$ cat src/rtl/dtc_sm_encoder.sv
// dtc_sm_encoder
// Registered two's-complement to sign-magnitude encoder with valid/ready on
// both sides. The most-negative code can optionally be clamped. When the output
// polarity flips, zero-magnitude guard beats are inserted before the new sign
// so the DTC drive never switches polarity without a break in between.
module dtc_sm_encoder #(
  parameter int WIDTH        = 8,
  parameter int GUARD_CYCLES = 2,
  parameter int SAT_MIN      = 1
) (
  input  logic             clk,
  input  logic             rst,
  input  logic             in_valid,
  output logic             in_ready,
  input  logic [WIDTH-1:0] din,
  output logic             out_valid,
  input  logic             out_ready,
  output logic             dout_sign,
  output logic [WIDTH-1:0] dout_mag,
  output logic             dout_guard,
  output logic             sat_flag
);

  typedef enum logic {
    RUN   = 1'b0,
    GUARD = 1'b1
  } state_t;

  // First guard beat is emitted on the accept itself, so the counter only
  // tracks the remaining ones.
  localparam logic [7:0] GUARD_INIT = (GUARD_CYCLES > 0) ? 8'(GUARD_CYCLES - 1) : 8'd0;
  localparam logic       GUARD_EN   = (GUARD_CYCLES > 0);
  localparam logic       SAT_EN     = (SAT_MIN != 0);

  state_t           state;
  logic [7:0]       cnt;
  logic             last_sign;
  logic             pend_sign;
  logic [WIDTH-1:0] pend_mag;
  logic             pend_sat;

  logic [WIDTH:0]   din_ext;
  logic [WIDTH:0]   din_neg;
  logic [WIDTH:0]   mag_full;
  logic             is_min;
  logic             s_zero;
  logic             s_sign;
  logic             s_sat;
  logic [WIDTH-1:0] s_mag;
  logic             s_flip;
  logic             accept;
  logic             retire;

  // Handshake decode: new samples only enter in RUN when the output slot frees up.
  always_comb begin
    in_ready = (state == RUN) && (!out_valid || out_ready);
    accept   = in_valid && in_ready;
    retire   = out_valid && out_ready;
  end

  // Magnitude is formed one bit wider so the most-negative code has room;
  // a magnitude of exactly 2^(WIDTH-1) can only come from that code.
  always_comb begin
    din_ext  = {din[WIDTH-1], din};
    din_neg  = -din_ext;
    mag_full = din[WIDTH-1] ? din_neg : din_ext;
    is_min   = (mag_full[WIDTH:WIDTH-1] != 2'b00);
    s_sat    = is_min && SAT_EN;
    s_mag    = s_sat ? {1'b0, {(WIDTH-1){1'b1}}} : mag_full[WIDTH-1:0];
    s_zero   = (din == '0);
    s_sign   = s_zero ? last_sign : ~din[WIDTH-1];
    s_flip   = GUARD_EN && !s_zero && (s_sign != last_sign);
  end

  // Control FSM and output register: direct loads in RUN, guard sequencing in GUARD.
  always_ff @(posedge clk or posedge rst) begin
    if (rst) begin
      state      <= RUN;
      cnt        <= 8'd0;
      last_sign  <= 1'b1;
      pend_sign  <= 1'b1;
      pend_mag   <= '0;
      pend_sat   <= 1'b0;
      out_valid  <= 1'b0;
      dout_sign  <= 1'b1;
      dout_mag   <= '0;
      dout_guard <= 1'b0;
      sat_flag   <= 1'b0;
    end else begin
      case (state)
        RUN: begin
          if (accept) begin
            out_valid <= 1'b1;
            if (s_flip) begin
              pend_sign  <= s_sign;
              pend_mag   <= s_mag;
              pend_sat   <= s_sat;
              dout_sign  <= last_sign;
              dout_mag   <= '0;
              dout_guard <= 1'b1;
              sat_flag   <= 1'b0;
              cnt        <= GUARD_INIT;
              state      <= GUARD;
            end else begin
              dout_sign  <= s_sign;
              dout_mag   <= s_mag;
              dout_guard <= 1'b0;
              sat_flag   <= s_sat;
              last_sign  <= s_sign;
            end
          end else if (retire) begin
            out_valid <= 1'b0;
          end
        end
        GUARD: begin
          if (retire) begin
            if (cnt > 8'd0) begin
              dout_sign  <= last_sign;
              dout_mag   <= '0;
              dout_guard <= 1'b1;
              sat_flag   <= 1'b0;
              cnt        <= cnt - 8'd1;
            end else begin
              dout_sign  <= pend_sign;
              dout_mag   <= pend_mag;
              dout_guard <= 1'b0;
              sat_flag   <= pend_sat;
              last_sign  <= pend_sign;
              state      <= RUN;
            end
          end
        end
        default: state <= RUN;
      endcase
    end
  end

endmodule

$ cat config.mk
export PLATFORM = sky130hd
export DESIGN_NAME = dtc_sm_encoder
export DESIGN_NICKNAME = d
export VERILOG_FILES = /design/src/rtl/dtc_sm_encoder.sv
export SDC_FILE = /design/constraint.sdc
export NUM_CORES = 1
export LEC_CHECK = 0
export CORE_MARGIN = 8
export CORE_UTILIZATION = 44
export CTS_BUF_LIST = sky130_fd_sc_hd__clkbuf_8
export DETAILED_ROUTE_END_ITERATION = 12
export GPL_TIMING_DRIVEN = 0
export PLACE_DENSITY_LB_ADDON = 0.08
export RECOVER_POWER = 25
export SETUP_SLACK_MARGIN = 0.1
export SYNTH_ARGS = -nofsm -noshare
export SYNTH_HDL_FRONTEND = slang
export SYNTH_SLANG_ARGS = --single-unit
$ cat constraint.sdc
create_clock -name clk -period 5.9 [get_ports clk]
set_input_delay 1.18 -clock clk [delete_from_list [all_inputs] [get_ports clk]]
set_output_delay 1.18 -clock clk [all_outputs]
set_load 0.005 [all_outputs]
==> results.tsv, run 1 <==
metric	value	unit
critical path launch point type	input pin	
final cell count without fillers	267	
simple-gate share of the synthesized area	0.243	
drt initial violations	91	
post-synthesis net count	202	
layout net count	232	
Synth Area per Inst	9.39	um2
vias	1427	
placed cells	260	
crit path cell chain	dlygate4sd3_1 -> nor2b_2 -> nor2_1 -> clkdlybuf4s50_1	
Antenna Cells	0	
min cycle time layout	3.71	ns
total track usage	0.129	
# IOs	25	
worst slew pin tran	1.16	ns
chip height	79.2	um
Via density	5.34	
Switching Share	0.389	
worst setup margin	2.19	ns
Critical Path Fanout Max	3	
RSZ-0062 raised after global routing	no	
Main synth FF type	dfrtp_1	
# hold bufs at CTS	0	
clock power share	0.165	
grt total ovfl	0	
main combinational cell family by area after synthesis	compound AO/OA/AOI/OAI gates	
Comb pwr share	0.464	
Initial Util	0.449	
die footprint	6270	um2
final max-slew violation count	0	
maximum number of pins on one net before global-route repair	32	
net switching power	394	uW
register area share after synthesis	0.443	
sequential power share	0.371	
post-synthesis cell type count	45	
port bufs	23	
post-DP HPWL	2.91	mm
most common cell in the netlist	dfrtp_1	
family with the most delay on the worst path	buffers and inverters	
worst path bufs/invs	2	
initial antenna violation count	0	
setup_tns	0	ns
critical path capture point type	output pin	
Synth Area in Compound Gates	0.245	
CTS root buffer	clkbuf_8	
Post-Syn Instances	187	
Worst-Skew Late Latency	0.28	ns
final WL	3.90	mm
synthesized flop and latch total	31	
drt first pass iters	4	
crit path DAT	2.53	ns
antenna-violating nets left	0	
Critical Path RT	4.72	ns
cell taking the most area after synthesis	dfrtp_1	
Synth Area in Adders	0.0214	
CP peak stage delay	0.58	ns
Synth area leaders	dfrtp_1 41%, o21ai_1 5.7%, nand2_1 4.9%, a21oi_1 3.1%, dfstp_2 3.0%	
Leak Pwr	0.868	nW
DR DRC count	0	
WS Path Type	input pin to output pin	
Area Growth Syn to Fin	21.7	%
max-cap viol count	0	
ys async rst share	1.00	
Power Internal	617	uW
Post-Syn Area	1760	um2
mux contribution to synthesized area	0	
post-detailed-route wirelength per cell	14.6	um
Final Wtd Congestion	0.805	
post_cts resized	0	
std cell rows	23	
status	completed	
pwr dens	473	nW/um2
Post-synth top cells	29 x dfrtp_1, 23 x nand2_1, 20 x o21ai_1	
Ys Warns	0	
share of layout cells above drive strength 1	0.157	
Reg clk slew, reported paths	0.06	ns
Post-Synth XOR/XNOR Area	0.00998	
Fillers	368	
total CTS buffers	5	
Tcrit/Tclk final	0.630	
total core area	3910	um2
register-to-register setup slack	3.88	ns
clock skew	0.00534	ns
Synth top area share	0.413	
fmax	269	MHz
postcts setup bufs	0	
die width	79.2	um
worst hold path class	flip-flop to flip-flop	
Final Hold Vio Count	0	
TritonCTS clock tree	yes	
Post-synth EDFFs	0	
vias in the first global route	1362	
clock sinks	31	
H-tree levels	2	
Max Root-Sink Buffers	2	
Crit-path slowest cell	dlygate4sd3_1	
Place WS	2.31	ns
Relative slew margins	0.225	
worst vdd ir	224	uV
final setup vio count	0	
Final Util	0.546	
first-pass GRT wire length	6.40	mm
## tightest hold or removal path: stages, from the launching register on
cell and delay [ns]:
dfrtp_1 0.34, nand2_1 0.05, o21ai_1 0.06
## power by group through the flow
stage	Combinational [mW]	Clock, mW	Sequential (mW)
finish	0.469	0.166	0.375
CTS	0.491	0.170	0.377
global route	0.528	0.180	0.390
global placement	0.478	0	0.375
detailed placement	0.488	0	0.380
floorplan	0.326	0	0.370
## registers in the layout, indices dropped and copies added, names as in the netlist
signal / count
state: 1
pend_sat: 1
pend_mag: 8
out_valid: 1
cnt: 8
dout_mag: 8
pend_sign: 1
last_sign: 1
sat_flag: 1
dout_guard: 1
## final timing paths
path	from	end	cells past startpoint
worst max-delay path	out_ready	in_ready	4
worst min-delay path	pend_mag[4]	pend_mag[4]	2
worst max register to register	cnt[3]	cnt[4]	5
worst min register to register	pend_mag[4]	pend_mag[4]	2
max in group asynchronous	rst	sat_flag	2
min in group asynchronous	rst	dout_guard	2
## metrics by stage
step,hold slack (ns),power (mW),cell area (um2)
2_1_floorplan,0.453,0.696,1760
3_3_place_gp,0.466,0.852,2050
3_5_place_dp,0.476,0.868,2050
4_1_cts,0.490,1.04,2140
5_1_grt,0.503,1.10,2140
6_report,0.488,1.01,2140
## cell usage in the layout (no fill, tap or decap), types with 3 or more instances in the layout
cell | netlist | routed
a21oi_1 | 11 | 11
a2bb2oi_1 | 3 | 3
a31oi_1 | 5 | 5
clkbuf_1 | 6 | 6
clkbuf_8 | 0 | 6
clkdlybuf4s50_1 | 0 | 10
dfrtp_1 | 29 | 29
dlygate4sd3_1 | 0 | 13
ha_1 | 3 | 3
inv_1 | 10 | 10
nand2_1 | 23 | 23
nand2b_1 | 3 | 3
nand3_1 | 4 | 4
nor2_1 | 14 | 14
nor3_1 | 5 | 5
o21ai_1 | 20 | 20
or2_1 | 4 | 4
or3_1 | 5 | 5
## cell families (layout without fill, tap and decap cells)
group | Yosys count | after routing
simple gates | 77 | 77
compound gates | 57 | 57
flops | 31 | 31
buf+inv | 17 | 47
fa+ha+maj | 3 | 3
xor+xnor | 2 | 2
## area by class of cell
class / count / area [um2] / area share
Clock buffer: 6 / 82.6 / 0.0387
Multi-Input combinational cell: 139 / 912 / 0.427
Tap cell: 50 / 62.6 / 0.0293
Timing Repair Buffer: 23 / 230 / 0.108
Sequential cell: 31 / 778 / 0.364
Buffer: 7 / 27.5 / 0.0129
Inverter: 10 / 37.5 / 0.0176
Clock inverter: 1 / 5.00 / 0.00234
## layer usage
layer / GRT usage / part of all wire / up-vias
met5: 0 / 0 / -
met4: 0.0444 / 0.012 / 0
met3: 0.0418 / 0.048 / 5
met2: 0.193 / 0.44 / 30
met1: 0.170 / 0.50 / 664
li1: - / - / 728
No activity file was read; power rests on OpenSTA's default activity.
==> run 2, diff against run 1 <==
clock period = 3 ns   (was 5.9 ns; I/O delays follow)
==> results of run 2 <==
The final DEF is identical to that of run 1. Status: completed.
Among the figures that moved: setup slack after placement 2.31 ns -> 0.260 ns; setup slack after layout 2.19 ns -> 0.445 ns; register-to-register setup slack 3.88 ns -> 0.98 ns; total power 1.01 mW -> 1.99 mW; worst IR drop on VDD 224 uV -> 441 uV
